File: config.mk
export PLATFORM = sky130hd
export DESIGN_NAME = instr_cycle_controller
export DESIGN_NICKNAME = d
export VERILOG_FILES = /design/src/rtl/mips_pkg.sv /design/src/rtl/dest_decoder.sv /design/src/rtl/instr_cycle_controller.sv
export SDC_FILE = /design/constraint.sdc
export NUM_CORES = 1
export LEC_CHECK = 0
export ABC_AREA = 1
export BUFFER_PORTS_ARGS = -buffer_cell sky130_fd_sc_hd__buf_2
export CORE_ASPECT_RATIO = 1.25
export CORE_MARGIN = 2
export CORE_UTILIZATION = 36
export DETAILED_ROUTE_END_ITERATION = 7
export GPL_TIMING_DRIVEN = 0
export PLACE_DENSITY = 0.75
export SLEW_MARGIN = 40
export SYNTH_ARGS = -nofsm -noshare
export SYNTH_HDL_FRONTEND = slang
export SYNTH_SLANG_ARGS = --single-unit
File: constraint.sdc
create_clock -name clk -period 1.6 [get_ports clk]
set_clock_uncertainty 0.15 [all_clocks]
set_input_delay 0.32 -clock clk [delete_from_list [all_inputs] [get_ports clk]]
set_output_delay 0.32 -clock clk [all_outputs]
set_load 0.1 [all_outputs]
File: src/rtl/mips_pkg.sv
// mips_pkg: shared encodings for the multi-cycle MIPS control path.
// Holds the sequencer state encoding, the opcode / funct / REGIMM-rt
// field values the destination decoder recognises, and the writeback
// source select values driven to the register-file input mux.
package mips_pkg;

    typedef enum logic [2:0] {
        FETCH         = 3'b000,
        DECODE        = 3'b001,
        EXECUTE       = 3'b010,
        MEMORY_ACCESS = 3'b011,
        WRITE_BACK    = 3'b100,
        HALTED        = 3'b101
    } state_t;

    typedef enum logic [5:0] {
        RTYPE  = 6'h00, REGIMM = 6'h01, J     = 6'h02, JAL   = 6'h03,
        BEQ    = 6'h04, BNE    = 6'h05, BLEZ  = 6'h06, BGTZ  = 6'h07,
        ADDIU  = 6'h09, SLTI   = 6'h0a, SLTIU = 6'h0b, ANDI  = 6'h0c,
        ORI    = 6'h0d, XORI   = 6'h0e, LUI   = 6'h0f,
        LB     = 6'h20, LH     = 6'h21, LWL   = 6'h22, LW    = 6'h23,
        LBU    = 6'h24, LHU    = 6'h25, LWR   = 6'h26,
        SB     = 6'h28, SH     = 6'h29, SWL   = 6'h2a, SW    = 6'h2b,
        SWR    = 6'h2e
    } opcode_t;

    typedef enum logic [5:0] {
        JR    = 6'h08, JALR  = 6'h09,
        MFHI  = 6'h10, MTHI  = 6'h11, MFLO = 6'h12, MTLO = 6'h13,
        MULT  = 6'h18, MULTU = 6'h19, DIV  = 6'h1a, DIVU = 6'h1b
    } funct_t;

    typedef enum logic [4:0] {
        BLTZAL = 5'b10000,
        BGEZAL = 5'b10001
    } regimm_t;

    localparam logic [1:0] WB_ALU  = 2'd0;
    localparam logic [1:0] WB_MEM  = 2'd1;
    localparam logic [1:0] WB_LINK = 2'd2;

    localparam logic [4:0] LINK_REG = 5'd31;

endpackage

File: src/rtl/dest_decoder.sv
// dest_decoder: combinational register-write decode of an instruction word.
// Ports:
//   instr     in   32  instruction word
//   has_write out   1  instruction writes a register
//   write_reg out   5  destination register index (0 when no write)
//   wb_sel    out   2  writeback source (WB_ALU / WB_MEM / WB_LINK)
//   is_load   out   1  load, needs a memory read
//   is_store  out   1  store, needs a memory write
//   is_div    out   1  DIV or DIVU, may stall on the divider
module dest_decoder
    import mips_pkg::*;
(
    input  logic [31:0] instr,
    output logic        has_write,
    output logic [4:0]  write_reg,
    output logic [1:0]  wb_sel,
    output logic        is_load,
    output logic        is_store,
    output logic        is_div
);

    opcode_t    op;
    funct_t     fn;
    logic [4:0] rt;
    logic [4:0] rd;
    logic       unused_bits;

    assign op          = opcode_t'(instr[31:26]);
    assign fn          = funct_t'(instr[5:0]);
    assign rt          = instr[20:16];
    assign rd          = instr[15:11];
    assign unused_bits = ^{instr[25:21], instr[10:6]};

    always_comb begin
        has_write = 1'b0;
        write_reg = 5'd0;
        wb_sel    = WB_ALU;
        is_load   = 1'b0;
        is_store  = 1'b0;
        is_div    = 1'b0;
        case (op)
            RTYPE: begin
                // HI/LO writers and JR leave the register file untouched
                is_div    = fn inside {DIV, DIVU};
                has_write = !(fn inside {JR, MULT, MULTU, DIV, DIVU, MTHI, MTLO});
                write_reg = has_write ? rd : 5'd0;
                wb_sel    = (has_write && fn == JALR) ? WB_LINK : WB_ALU;
            end
            JAL: begin
                has_write = 1'b1;
                write_reg = LINK_REG;
                wb_sel    = WB_LINK;
            end
            REGIMM: begin
                // linking branches write r31 regardless of the branch outcome
                has_write = rt inside {BGEZAL, BLTZAL};
                write_reg = has_write ? LINK_REG : 5'd0;
                wb_sel    = has_write ? WB_LINK : WB_ALU;
            end
            ADDIU, SLTI, SLTIU, ANDI, ORI, XORI, LUI: begin
                has_write = 1'b1;
                write_reg = rt;
            end
            LB, LH, LWL, LW, LBU, LHU, LWR: begin
                has_write = 1'b1;
                write_reg = rt;
                wb_sel    = WB_MEM;
                is_load   = 1'b1;
            end
            SB, SH, SWL, SW, SWR: is_store = 1'b1;
            default: ;
        endcase
    end

endmodule

File: src/rtl/instr_cycle_controller.sv
// instr_cycle_controller: multi-cycle FETCH/DECODE/EXECUTE/MEMORY_ACCESS/
// WRITE_BACK sequencer with Avalon and divider stalls and halt on PC 0.
// Ports:
//   clk, reset    in      clock, synchronous active-high reset
//   instr         in  32  latched IR contents
//   waitrequest   in   1  Avalon waitrequest
//   div_busy      in   1  divider still computing
//   next_pc_zero  in   1  next PC equals 0
//   state_out     out  3  current state encoding
//   active        out  1  CPU running (0 once halted)
//   mem_read/mem_write/addr_sel/ir_write/pc_write  memory and PC controls
//   reg_write/write_reg/wb_sel                     register-file controls
module instr_cycle_controller
    import mips_pkg::*;
#(
    parameter bit DIV_STALL_EN = 1'b1
)
(
    input  logic        clk,
    input  logic        reset,
    input  logic [31:0] instr,
    input  logic        waitrequest,
    input  logic        div_busy,
    input  logic        next_pc_zero,
    output logic [2:0]  state_out,
    output logic        active,
    output logic        mem_read,
    output logic        mem_write,
    output logic        addr_sel,
    output logic        ir_write,
    output logic        pc_write,
    output logic        reg_write,
    output logic [4:0]  write_reg,
    output logic [1:0]  wb_sel
);

    state_t     state;
    state_t     state_next;
    logic       has_write;
    logic       is_load;
    logic       is_store;
    logic       is_div;
    logic       stall;
    logic [4:0] dec_reg;
    logic [1:0] dec_wb;

    dest_decoder u_dest_decoder (
        .instr     (instr),
        .has_write (has_write),
        .write_reg (dec_reg),
        .wb_sel    (dec_wb),
        .is_load   (is_load),
        .is_store  (is_store),
        .is_div    (is_div)
    );

    assign stall = DIV_STALL_EN && is_div && div_busy;

    always_comb begin
        state_next = state;
        active     = 1'b1;
        mem_read   = 1'b0;
        mem_write  = 1'b0;
        addr_sel   = 1'b0;
        ir_write   = 1'b0;
        pc_write   = 1'b0;
        reg_write  = 1'b0;
        if (!reset) begin
            case (state)
                FETCH: begin
                    mem_read   = 1'b1;
                    ir_write   = !waitrequest;
                    state_next = waitrequest ? FETCH : DECODE;
                end
                DECODE: state_next = EXECUTE;
                EXECUTE: if (!stall) begin
                    pc_write   = !(is_load || is_store || has_write);
                    state_next = (is_load || is_store) ? MEMORY_ACCESS :
                                 has_write ? WRITE_BACK : FETCH;
                end
                MEMORY_ACCESS: begin
                    addr_sel  = 1'b1;
                    mem_read  = is_load;
                    mem_write = is_store;
                    if (!waitrequest) begin
                        pc_write   = is_store;
                        state_next = is_load ? WRITE_BACK : FETCH;
                    end
                end
                WRITE_BACK: begin
                    // r0 is not protected by the register file
                    reg_write  = has_write && dec_reg != 5'd0;
                    pc_write   = 1'b1;
                    state_next = FETCH;
                end
                HALTED: active = 1'b0;
                default: state_next = FETCH;
            endcase
            if (pc_write && next_pc_zero)
                state_next = HALTED;
        end
    end

    always_ff @(posedge clk)
        state <= reset ? FETCH : state_next;

    assign state_out = reset ? FETCH : state;
    assign write_reg = reset ? 5'd0 : dec_reg;
    assign wb_sel    = reset ? WB_ALU : dec_wb;

endmodule

==> results.py, run 1 <==
metrics = {
    "run_status": {
        "status": "did not finish",
        "haltStage": "5_1_grt",
        "firstError": "[ERROR DPL-0033] detailed placement checks failed during check placement.",
    },
    "placement": {
        "hpwl_um": 1840,
        "gp_congestion": 0.832,
        "port_buffers": 43,
    },
    "floorplanning": {
        "start_util_pct": 37.6,
        "fp.dieH_um": 54.6,
        "ios": 54,
        "fp-row-count": 18,
        "die_x_um": 44.5,
    },
    "logic_synthesis": {
        "synth-main-ff-cell": "dfxtp_1",
        "synthDistinctLibCells": 18,
        "ys_warn_count": 0,
        "avgSynthCellArea_um2": 5.15,
        "synth_edf_count": 0,
        "async_flop_share_pct": 0,
        "synth_seq_cells": 3,
        "syn_area_um2": 737,
        "syn_inst": 143,
        "seq_area_frac_synth_pct": 8.15,
        "syn-num-nets": 180,
    },
    "clock_network": {
        "clock-sinks": 3,
        "numCtsBuffers": 3,
        "clock_path_buffers": 2,
        "ctsHoldBuffers": 0,
        "htree_levels": 1,
        "cts-root-buf": "clkbuf_4",
    },
    "timing": {
        "worst_path_end_type": "primary output",
        "worst_endpoint": "reg_write",
    },
    "global_routing": {
        "antenna_found_initial": 0,
        "grt_max_degree": 11,
    },
}
[cells in the mapped netlist, types with 3 or more instances]
master,instances,share of area (%)
inv_1,27,14
nand3_1,17,12
nand2_1,39,20
nand3_2,5,6.8
nor2_4,4,6.1
o21ai_0,3,2.0
a21oi_1,4,2.7
nand4_1,6,5.1
nor2_1,22,11
dfxtp_1,3,8.1
[cells by family after synthesis]
group | share of synthesized area (%)
flops | 8.15
compound gates | 5.94
buf+inv | 15.3
simple gates | 70.6
[per-stage QoR]
step	TNS [ps]	cells	hold slack [ps]	instance area [µm²]	setup slack, ps
2_1_floorplan	-2520	143	345	893	-388
3_3_place_gp	-5720	206	473	1130	-642
3_5_place_dp	-6020	206	468	1130	-682
4_1_cts	-3520	230	226	1640	-429
[what timing repair did]
action / in CTS
gates resized for setup: 91
endpoints found under the setup margin: 17
pin swaps: 19
setup buffers: 20
hold endpoints to repair: 0
==> run 2: changes to the inputs <==
CORE_AREA = 2 2 63 65   (was unset)
CORE_ASPECT_RATIO = unset   (was 1.25)
CORE_MARGIN = unset   (was 2)
CORE_UTILIZATION = unset   (was 36)
DIE_AREA = 0 0 65 67   (was unset)
PLACE_DENSITY = unset   (was 0.75)
PLACE_DENSITY_LB_ADDON = 0.15   (was unset)
clock period = 2.1 ns   (was 1.6 ns; I/O delays follow)
==> run 2 against run 1 <==
- the flow now finishes, with violations (negative setup slack)
- synthesized area unchanged
- synthesized cell count unchanged
==> results.py, run 2 <==
metrics = {
    "run_status": {
        "status": "finished, violations left",
        "violations": "negative setup slack",
    },
    "logic_synthesis": {
        "ys_warn_count": 0,
        "synth_top_cell_area_share_pct": 19.9,
        "syn-num-nets": 180,
        "synth-main-ff-cell": "dfxtp_1",
        "syn_inst": 143,
        "synth_area_leader_cell": "nand2_1",
        "avgSynthCellArea_um2": 5.15,
        "seq_area_frac_synth_pct": 8.15,
        "synth_seq_cells": 3,
        "async_flop_share_pct": 0,
        "yosysMostFrequentCell": "nand2_1",
        "yosys-top-cells-count": "nand2_1, inv_1, nor2_1",
        "syn_area_um2": 737,
        "synth_edf_count": 0,
        "synthDistinctLibCells": 18,
        "synth_area_leaders": "nand2_1, inv_1, nand3_1",
    },
    "power": {
        "p_switching_mw": 0.253,
        "seqPwrFrac_pct": 13.0,
        "power.density_nw_per_um2": 362,
        "clkPwrFrac_pct": 30.0,
        "vdd_drop_max_mv": 0.305,
        "switching_share_pct": 45.8,
        "p_comb_share_pct": 57.0,
        "internal_power_mw": 0.300,
        "leakagePower_nw": 0.746,
    },
    "floorplanning": {
        "ios": 54,
        "die_x_um": 65,
        "dieArea_um2": 4360,
        "core-area_um2": 3610,
        "fp-row-count": 22,
        "fp.dieH_um": 67,
        "start_util_pct": 20.4,
    },
    "timing": {
        "hold_viol": 0,
        "period_minus_slack_ps": 2260,
        "timing.fmax_mhz": 442,
        "slew_headroom_pct": 63.7,
        "slew_viol_final": 0,
        "tightest_slew_ps": 545,
        "rsz0062_at_grt": "yes",
        "timing.final.crit_share_pct": 108,
        "setup_ws_ps": -161,
        "setup_viol": 8,
    },
    "clock_network": {
        "ctsHoldBuffers": 0,
        "clock_path_buffers": 2,
        "cts-root-buf": "clkbuf_8",
        "cts_tree": "done",
        "clock-sinks": 3,
        "clock_latency_ps": 210,
        "clk_pin_slew_worst_paths_ps": 30,
        "htree_levels": 1,
        "numCtsBuffers": 3,
    },
    "job": {
        "maxCapViolCount": 0,
    },
    "drt": {
        "via_per_inst": 4.34,
        "num_vias": 1077,
        "ant_nets": 0,
        "drc_errors": 0,
        "drt-initial-drc-count": 46,
        "routed_wirelength_um": 2610,
        "firstDrtPassIters": 4,
        "wire_per_inst_um": 10.5,
    },
    "critical_path": {
        "arrival_ps": 1690,
        "reg2reg_slack_ps": 490,
        "worstSetupStartpoint": "instr[26]",
        "critPathLaunchType": "input port",
        "reg2reg_from": "state[1]",
        "endpoint_kind": "primary output",
        "cp_max_fo": 6,
        "critical_path_class": "input port to primary output",
        "cp.required_ps": 1530,
    },
    "cells_and_area": {
        "reg_top3": "state x3",
        "area_growth_pct": 107,
        "stdcell_count": 248,
        "drive_above_1_share_pct": 60.5,
        "top_register": "state",
        "largest_reg_flops": 3,
        "diodes": 0,
        "fin_nets": 238,
        "final_cell_mix": "nand2_1, buf_2, inv_1",
        "final_common_cell": "nand2_1",
    },
    "global_routing": {
        "grt.total_usage_pct": 12.3,
        "antenna_found_initial": 0,
        "grt_pass1_wl_um": 4310,
        "grt_pass1_vias": 1042,
        "overflow": 0,
        "grt_max_degree": 11,
    },
    "placement": {
        "hpwl_um": 1960,
        "gp_congestion": 0.795,
        "placed_cells": 234,
        "port_buffers": 43,
        "dp_slack_ps": -404,
    },
    "hold_path": {
        "min_from": "next_pc_zero",
        "hold_class": "input port to flop",
    },
}
-- run 2: cell counts after synthesis --
Identical to the previous run, type by type.
-- run 2: path summary, 6_finish.rpt --
kind / end / cells past startpoint
worst max-delay path: reg_write / 11
worst min-delay path: state[0] / 3
worst max register to register: state[2] / 11
worst min register to register: state[2] / 4
-- run 2: cell families after synthesis --
group / Yosys count / synth area share (%)
AOI/OAI and AO/OA: 8 / 5.94
and+or+nand+nor: 102 / 70.6
DFF: 3 / 8.15
buffers and inverters: 30 / 15.3
-- run 2: layer usage --
metal | share of wire (%) | vias to the layer above | track usage (%)
met4 | 0 | 0 | 0.798
li1 | - | 569 | -
met1 | 43 | 481 | 14.8
met2 | 51 | 27 | 23.2
met3 | 5.4 | 0 | 2.53
met5 | 0 | - | 0
-- run 2: power groups by stage --
stage	Combinational [mW]	Clock (mW)	Sequential, mW
floorplan	0.181	0	0.0690
global placement	0.244	0	0.0710
detailed placement	0.242	0	0.0708
CTS	0.285	0.168	0.0702
global route	0.337	0.179	0.0728
finish	0.315	0.166	0.0718
-- run 2: critical path, stage by stage --
cell        delay [ps]
buf_4              130
nor2_4             130
nand3_4             90
nor2_4             250
nand3_2            110
nand3_2            100
nor2_2              50
nand3_1             90
nand2_2             70
clkinvlp_4          80
buf_12             160
-- run 2: what timing repair did --
| item | 4_1_cts | 5_1_grt |
|---|---|---|
| setup buffers | 5 | 5 |
| endpoints found under the hold margin | 0 | 0 |
| gates resized for setup | 55 | 35 |
| pin swaps | 13 | 16 |
| endpoints found under the setup margin | 10 | 9 |
-- run 2: stage by stage --
stage	hold WS, ps	utilization [%]	power [mW]	setup TNS (ps)	area [µm²]
after floorplan	453	-	0.250	-2600	797
after global placement	532	29.7	0.315	-2480	1070
after detailed placement	535	29.7	0.313	-2390	1070
after CTS	371	37.4	0.523	-380	1350
after global routing	377	42.4	0.589	-1200	1530
final	366	42.4	0.553	-432	1530
-- run 2: layout make-up --
type                       instances  area, µm²
sequential                         3       66.3
multi-input combinational        110        767
tap                               48       60.1
buffer                             1       3.75
timing repair buffer              53        449
inverter                          29        136
fill                             381       2080
clock buffer                       4       45.0
Note: power is estimated with default switching activity, not from simulation.
